### src/rtl/res_station_if.sv
// Reservation station cell type and the dispatch/CDB/issue bundle shared by
// the station, its dispatch producer and the execute consumer.
package res_station_pkg;
  localparam int TAG_W = 4;

  typedef struct packed {
    logic [7:0]       op;
    logic [31:0]      vj;
    logic [31:0]      vk;
    logic [TAG_W-1:0] qj;
    logic [TAG_W-1:0] qk;
    logic [31:0]      a;
    logic [31:0]      pc;
  } res_st_cell_t;
endpackage

interface res_station_if #(
  parameter int NUM_ENTRIES = 4,
  parameter int TAG_WIDTH   = res_station_pkg::TAG_W
);
  import res_station_pkg::*;
  localparam int CW = $clog2(NUM_ENTRIES + 1);

  logic                 flush;
  logic                 in_valid;
  logic                 in_ready;
  res_st_cell_t         in_cell;
  logic                 cdb_valid;
  logic [TAG_WIDTH-1:0] cdb_tag;
  logic [31:0]          cdb_value;
  logic                 out_valid;
  logic                 out_ready;
  res_st_cell_t         out_cell;
  logic [CW-1:0]        count;

  modport master (
    output flush, in_valid, in_cell, cdb_valid, cdb_tag, cdb_value, out_ready,
    input  in_ready, out_valid, out_cell, count
  );
  modport slave (
    input  flush, in_valid, in_cell, cdb_valid, cdb_tag, cdb_value, out_ready,
    output in_ready, out_valid, out_cell, count
  );
endinterface

### src/rtl/res_station.sv
// Collapsing-queue reservation station: slot 0 is oldest, CDB wakeup with
// allocation bypass, oldest-ready issue with shift-down compaction.
module res_station #(
  parameter int NUM_ENTRIES = 4,
  parameter int TAG_WIDTH   = res_station_pkg::TAG_W
) (
  input logic          clk,
  input logic          rst_n,
  res_station_if.slave bus
);
  import res_station_pkg::*;
  localparam int CW = $clog2(NUM_ENTRIES + 1);
  localparam int SW = $clog2(NUM_ENTRIES);

  logic [NUM_ENTRIES-1:0] valid, valid_nxt, valid_sh, rdy;
  res_st_cell_t           cells[NUM_ENTRIES];
  res_st_cell_t           cells_nxt[NUM_ENTRIES];
  res_st_cell_t           cap[NUM_ENTRIES];
  res_st_cell_t           cap_sh[NUM_ENTRIES];
  res_st_cell_t           in_cap;
  logic [CW-1:0]          count_q, count_nxt, pos;
  logic [SW-1:0]          sel;
  logic                   alloc, issue;

  function automatic res_st_cell_t wake(res_st_cell_t c, logic v,
                                        logic [TAG_WIDTH-1:0] t, logic [31:0] d);
    res_st_cell_t r;
    r = c;
    if (v && t != '0) begin
      if (c.qj == t) begin r.vj = d; r.qj = '0; end
      if (c.qk == t) begin r.vk = d; r.qk = '0; end
    end
    return r;
  endfunction

  // cap[] is each slot after this cycle's broadcast; cap_sh[] is the view
  // from one slot higher, used when an issue compacts the queue.
  for (genvar i = 0; i < NUM_ENTRIES; i++) begin : g_slot
    assign cap[i] = wake(cells[i], bus.cdb_valid, bus.cdb_tag, bus.cdb_value);
    assign rdy[i] = valid[i] && cells[i].qj == '0 && cells[i].qk == '0;
    if (i < NUM_ENTRIES - 1) begin : g_sh
      assign cap_sh[i]   = cap[i+1];
      assign valid_sh[i] = valid[i+1];
    end else begin : g_top
      assign cap_sh[i]   = cap[i];
      assign valid_sh[i] = 1'b0;
    end
  end

  assign in_cap = wake(bus.in_cell, bus.cdb_valid, bus.cdb_tag, bus.cdb_value);

  always_comb begin
    sel = '0;
    for (int i = NUM_ENTRIES - 1; i >= 0; i--)
      if (rdy[i]) sel = SW'(i);
  end

  assign bus.out_valid = |rdy;
  assign bus.out_cell  = cells[sel];
  assign bus.in_ready  = count_q < CW'(NUM_ENTRIES);
  assign bus.count     = count_q;
  assign alloc = bus.in_valid && bus.in_ready;
  assign issue = bus.out_valid && bus.out_ready;
  assign pos   = count_q - CW'(issue);

  always_comb begin
    valid_nxt = valid;
    for (int i = 0; i < NUM_ENTRIES; i++) begin
      cells_nxt[i] = cap[i];
      if (issue && i >= int'(sel)) begin
        cells_nxt[i] = cap_sh[i];
        valid_nxt[i] = valid_sh[i];
      end
      if (alloc && CW'(i) == pos) begin
        cells_nxt[i] = in_cap;
        valid_nxt[i] = 1'b1;
      end
    end
    count_nxt = count_q + CW'(alloc) - CW'(issue);
    if (bus.flush) begin
      valid_nxt = '0;
      count_nxt = '0;
    end
  end

  always_ff @(posedge clk or negedge rst_n) begin
    if (!rst_n) begin
      valid   <= '0;
      count_q <= '0;
    end else begin
      valid   <= valid_nxt;
      count_q <= count_nxt;
    end
  end

  // Payload is qualified by valid, so it carries no reset.
  always_ff @(posedge clk) begin
    for (int i = 0; i < NUM_ENTRIES; i++) cells[i] <= cells_nxt[i];
  end
endmodule

### src/flat_wrapper.sv
// flat-port wrapper written by rule: the top's interface ports become plain ports
module res_station_flat import res_station_pkg::*;
#(
  parameter int NUM_ENTRIES = 4,
  parameter int TAG_WIDTH   = res_station_pkg::TAG_W
)
  (clk, rst_n, bus_flush, bus_in_valid, bus_in_cell, bus_cdb_valid, bus_cdb_tag, bus_cdb_value, bus_out_ready, bus_in_ready, bus_out_valid, bus_out_cell, bus_count);
  res_station_if #(.NUM_ENTRIES(NUM_ENTRIES), .TAG_WIDTH(TAG_WIDTH)) bus_i ();
  input logic clk;
  input logic rst_n;
  input wire logic [$bits(bus_i.flush)-1:0] bus_flush;
  input wire logic [$bits(bus_i.in_valid)-1:0] bus_in_valid;
  input wire logic [$bits(bus_i.in_cell)-1:0] bus_in_cell;
  input wire logic [$bits(bus_i.cdb_valid)-1:0] bus_cdb_valid;
  input wire logic [$bits(bus_i.cdb_tag)-1:0] bus_cdb_tag;
  input wire logic [$bits(bus_i.cdb_value)-1:0] bus_cdb_value;
  input wire logic [$bits(bus_i.out_ready)-1:0] bus_out_ready;
  output wire logic [$bits(bus_i.in_ready)-1:0] bus_in_ready;
  output wire logic [$bits(bus_i.out_valid)-1:0] bus_out_valid;
  output wire logic [$bits(bus_i.out_cell)-1:0] bus_out_cell;
  output wire logic [$bits(bus_i.count)-1:0] bus_count;
  assign bus_i.flush = bus_flush;
  assign bus_i.in_valid = bus_in_valid;
  assign bus_i.in_cell = bus_in_cell;
  assign bus_i.cdb_valid = bus_cdb_valid;
  assign bus_i.cdb_tag = bus_cdb_tag;
  assign bus_i.cdb_value = bus_cdb_value;
  assign bus_i.out_ready = bus_out_ready;
  assign bus_in_ready = bus_i.in_ready;
  assign bus_out_valid = bus_i.out_valid;
  assign bus_out_cell = bus_i.out_cell;
  assign bus_count = bus_i.count;
  res_station #(.NUM_ENTRIES(NUM_ENTRIES), .TAG_WIDTH(TAG_WIDTH)) u_core (.clk(clk), .rst_n(rst_n), .bus(bus_i));
endmodule
### config.mk
export PLATFORM = sky130hd
export DESIGN_NAME = res_station_flat
export DESIGN_NICKNAME = d
export VERILOG_FILES = /design/src/rtl/res_station_if.sv /design/src/rtl/res_station.sv /design/src/flat_wrapper.sv
export SDC_FILE = /design/constraint.sdc
export NUM_CORES = 1
export LEC_CHECK = 0
export CAP_MARGIN = 10
export CORE_MARGIN = 4
export CORE_UTILIZATION = 59
export CTS_BUF_LIST = sky130_fd_sc_hd__clkbuf_8
export DETAILED_ROUTE_END_ITERATION = 16
export PLACE_DENSITY = 0.79
export SLEW_MARGIN = 20
export SYNTH_ARGS = -nofsm -noshare
export SYNTH_HDL_FRONTEND = slang
export SYNTH_SLANG_ARGS = --single-unit
export TNS_END_PERCENT = 50
### constraint.sdc
create_clock -name clk -period 5.8 [get_ports clk]
set_clock_uncertainty 0.1 [all_clocks]
set_input_delay 0.87 -clock clk [delete_from_list [all_inputs] [get_ports clk]]
set_output_delay 0.87 -clock clk [all_outputs]
set_load 0.005 [all_outputs]
# Word-level counts from Yosys, hierarchy flattened
# Memory sizes are Yosys's and may differ from the RTL's.
# Index checks and enable logic that the tools add are counted.
# op_classes
n_reduce_logical	33
n_lt_le_gt_ge	4
add_sub_neg	3
mux	46
eq_ne	13
# op_table
operator	n
144-bit two-way mux	7
72-bit two-way mux	5
32-bit two-way mux	10
4-bit two-way mux	11
4-bit == test	10
4-bit logical NOT	8
1-bit logical AND	18
3-bit nonzero test	4
1-bit two-way mux	8
2-bit two-way mux	4
2-bit by 3-bit == test with 1-bit output, first input constant	2
3-bit by 1-bit subtractor with 3-bit output	2
1-bit by 2-bit greater-or-equal comparator with 1-bit output, first input constant	2
4-bit nonzero test	1
4-bit OR reduction	1
3-bit by 1-bit adder with 3-bit output	1
1-bit by 3-bit == test with 1-bit output, first input constant	1
3-bit logical NOT	1
3-bit < comparator, second input constant	1
3-bit two-way mux	1
2-bit greater-or-equal comparator, first input constant	1
# totals
out_inout_bits	149
mem_count	1
word_cells	105
reg_bits	7
ram_bits	576
# mem_list
memory	depth	word_bits	rd	rd_clocked_by_memory_dff	write_ports	line	rtl
u_core.cells	4	144	5	0	4	res_station.sv:16	res_st_cell_t cells[NUM_ENTRIES];

# Logic depth before layout (Yosys ltp)
# Gate-level depths: netlist of the first run.
# An unclocked memory read counts as a cell.
# logic_depth
word_depth	13
ltp_mapped	15
mapped_depth_nobuf	12

# Least setup slack after synthesis of the first run
# No wires, ideal clock.
# synth_timing
path_kind	input port to flip-flop
from	input bus_out_ready
to	memory u_core.cells[1][127] (netlist name)
stages	11
t_required_ns	5.435
path_slack_ns	0.445
arrival_ns	4.990
path_cell_list	clkbuf_1 > clkbuf_1 > and2_1 > ha_1 > inv_1 > ha_1 > buf_2 > nand2b_1 > nand2_1 > clkbuf_1 > o221ai_1
# synth_rtl
element	line	rtl
from (decl)	flat_wrapper.sv:17	input wire logic [$bits(bus_i.out_ready)-1:0] bus_out_ready;
to (decl)	res_station.sv:16	

==> results of run 1 <==
flip-flops by register name, summed over array words and instances, names as in the netlist:
name and count:
u_core.valid 4, u_core.bus.count 3, u_core.cells 576
cell type report:
cell class	count	area share, %
inverters	9	0.102
multi-input cells	2305	41.8
repair buffers	401	10.7
clock inverters	73	0.902
well taps	696	2.30
flip-flops and latches	583	40.4
diodes	3	0.0198
clock buffers	104	3.78
report_power, final:
part,internal [mW],total (mW),switching (mW)
Sequential,5.96,6.65,0.688
Clock,1.70,3.42,1.72
Combinational,2.72,6.38,3.67
Total,10.4,16.5,6.08
logic make-up (layout without fill, tap and decap cells):
| group | after synthesis | count (layout) | share of synthesized area, % |
|---|---|---|---|
| compound gates | 898 | 898 | 19.0 |
| xor+xnor | 42 | 42 | 1.13 |
| fa+ha+maj | 5 | 5 | 0.216 |
| buf+inv | 324 | 587 | 4.64 |
| flops | 583 | 583 | 47.2 |
| mux | 472 | 472 | 14.6 |
| other cells | 0 | 3 | 0 |
| simple gates | 888 | 888 | 13.3 |
cell usage in the layout, fill, tap and decap left out, types with 50 or more instances in the layout:
master / instances
mux2i_1: 472
a22o_1: 72
a21oi_1: 100
clkbuf_8: 104
o21ai_0: 243
nand2_1: 354
o221ai_1: 64
a311oi_1: 64
and3_1: 106
and2_1: 65
edfxtp_1: 360
dfxtp_1: 216
buf_4: 50
clkdlybuf4s50_1: 333
nand3_1: 227
o21bai_1: 64
final timing paths:
path                                             start                             to
setup / recovery           u_core.cells[1][65]$_DFF_P_               bus_out_cell[87]
hold / removal                                   rst_n    u_core.valid[0]$_DFFE_PN0P_
setup reg to reg           u_core.cells[1][65]$_DFF_P_  u_core.cells[0][90]$_DFFE_PP_
hold reg to reg            u_core.cells[3][64]$_DFF_P_    u_core.cells[3][64]$_DFF_P_
max in group asynchronous                        rst_n  u_core.bus.count[0]$_DFF_PN0_
min in group clk           u_core.cells[3][64]$_DFF_P_    u_core.cells[3][64]$_DFF_P_
critical path: stages (launching register included):
cell             delay, ns
dfxtp_1               0.37
nor4_1                0.40
nand4b_1              0.48
o211ai_4              0.59
buf_12                0.48
mux2i_1               0.14
mux2i_1               0.40
clkdlybuf4s50_1       0.60
per-layer routing:
metal | vias up | wire [um] | track usage (%)
met2 | 2522 | 52700 | 58.6
met1 | 14300 | 41700 | 46.6
met3 | 506 | 15200 | 9.81
met5 | - | 90 | 0
li1 | 12700 | - | -
met4 | 14 | 5710 | 18.6
==> impl_metrics.tcl, run 1 <==
set metrics [dict create \
    outcome "finished clean" \
    dr.pass1.iters 7 \
    post_cts_buffers 0 \
    fin_util_pct 70.0 \
    regArea_um2 15300 \
    layout-drive-gt1-share_pct 6.50 \
    post-place-ws_ns 1.26 \
    relSlewSlack_pct 16.9 \
    synth_edf_count 360 \
    cp-end-kind "output pin" \
    first_iter_violations 4364 \
    grt_pass1_wl_um 173000 \
    synth_area_um2 32500 \
    fillerInstances 3985 \
    crit_type "register to output pin" \
    worstMarginPinSlew_ns 1.25 \
    vias 30000 \
    whs_ns 0.348 \
    grt_max_degree 166 \
    synth_common_cells "mux2i_1, edfxtp_1, nand2_1" \
    design_area_um2 37900 \
    via_per_inst 7.20 \
    multiInputGateArea_um2 15800 \
    numPortBuffers 334 \
    yosysWarnings 0 \
    ys_seq_area_share_pct 47.2 \
    dp.cells 3994 \
    routed_wl_um 115000 \
    wl_per_cell_um 27.6 \
    stdcell_count 4174 \
    reg2reg_slack_ns 1.09 \
    hold_path.class "input port to asynchronous set/reset pin" \
    dp_hpwl_um 64500 \
    slew_violations 0 \
    syn_inst 3212 \
    synth.distinct_cells 65 \
    num_io_pins 335 \
    synthesis.nets 3403 \
    p_leak_nw 15.8 \
    start_util_pct 60.0 \
    grt_pass1_vias 30000 \
    ys_ff_latch 583 \
    cts_sinks 583 \
    drc 0 \
    core_um2 54100 \
    grt_usage_pct 36.8 \
    dieArea_um2 58800 \
    cts_inserted_buffers 95 \
    cp-start-kind "register" \
    hold_violations 0 \
    worstRegToRegCells 10 \
    ir_drop_mv 0.243 \
    finalCritPeriodShare_pct 89.1 \
    yosys-top-cells-area "edfxtp_1, mux2i_1, dfxtp_1" \
    antenna_left 0 \
    fin_ws_ns 0.632 \
    grt-ovfl-total 0 \
    routabilityCongestion 0.928 \
    cts_root_buffer "clkbuf_8" \
    area_growth_pct 16.7 \
    cts_resized 0 \
    crit_arrival_ns 4.20 \
    syn_area_per_cell_um2 10.1 \
    tns_ns 0 \
    max_freq_ghz 0.194 \
    htreeDepth 3 \
    post-route-min-period_ns 5.17 \
    synth-main-ff-cell "edfxtp_1" \
    finalPower_mw 16.5 \
    grt_antenna_before_repair 10 \
    cts_hold_buffers 0 \
    async_flop_share_pct 1.20 \
    clk_pin_slew_ns 0.06 \
    maxCapViolCount 0 \
    synth_area_leader_cell "edfxtp_1" \
    fp-row-count 85 \
    clock_path_buffers 3 \
    fin_nets 3586 \
    fp.dieW_um 243 \
    worstPathRequired_ns 4.83 \
    clock_latency_ns 0.71 \
    critPathMaxFanout 60 \
    yosysMostFrequentCell "mux2i_1" \
    fp.dieH_um 243 \
    powerDensity_nw_per_um2 435 \
    synth.top_cell.area_share_pct 33.3 \
    cts_tree "done" \
    post_dp_cell_area_um2 36100 \
    rsz0062_at_grt "false" \
    finalSetupViolations 0 \
]
Note: power is estimated with default switching activity, not from simulation.
==> run 2: changes to the inputs <==
--- a/config.mk
+++ b/config.mk
@@ -5,7 +5,6 @@
 export SDC_FILE = /design/constraint.sdc
 export NUM_CORES = 1
 export LEC_CHECK = 0
-export CAP_MARGIN = 10
 export CORE_MARGIN = 4
 export CORE_UTILIZATION = 59
 export CTS_BUF_LIST = sky130_fd_sc_hd__clkbuf_8
==> results of run 2 <==
Final layout, timing and power as in run 1 (identical DEF).
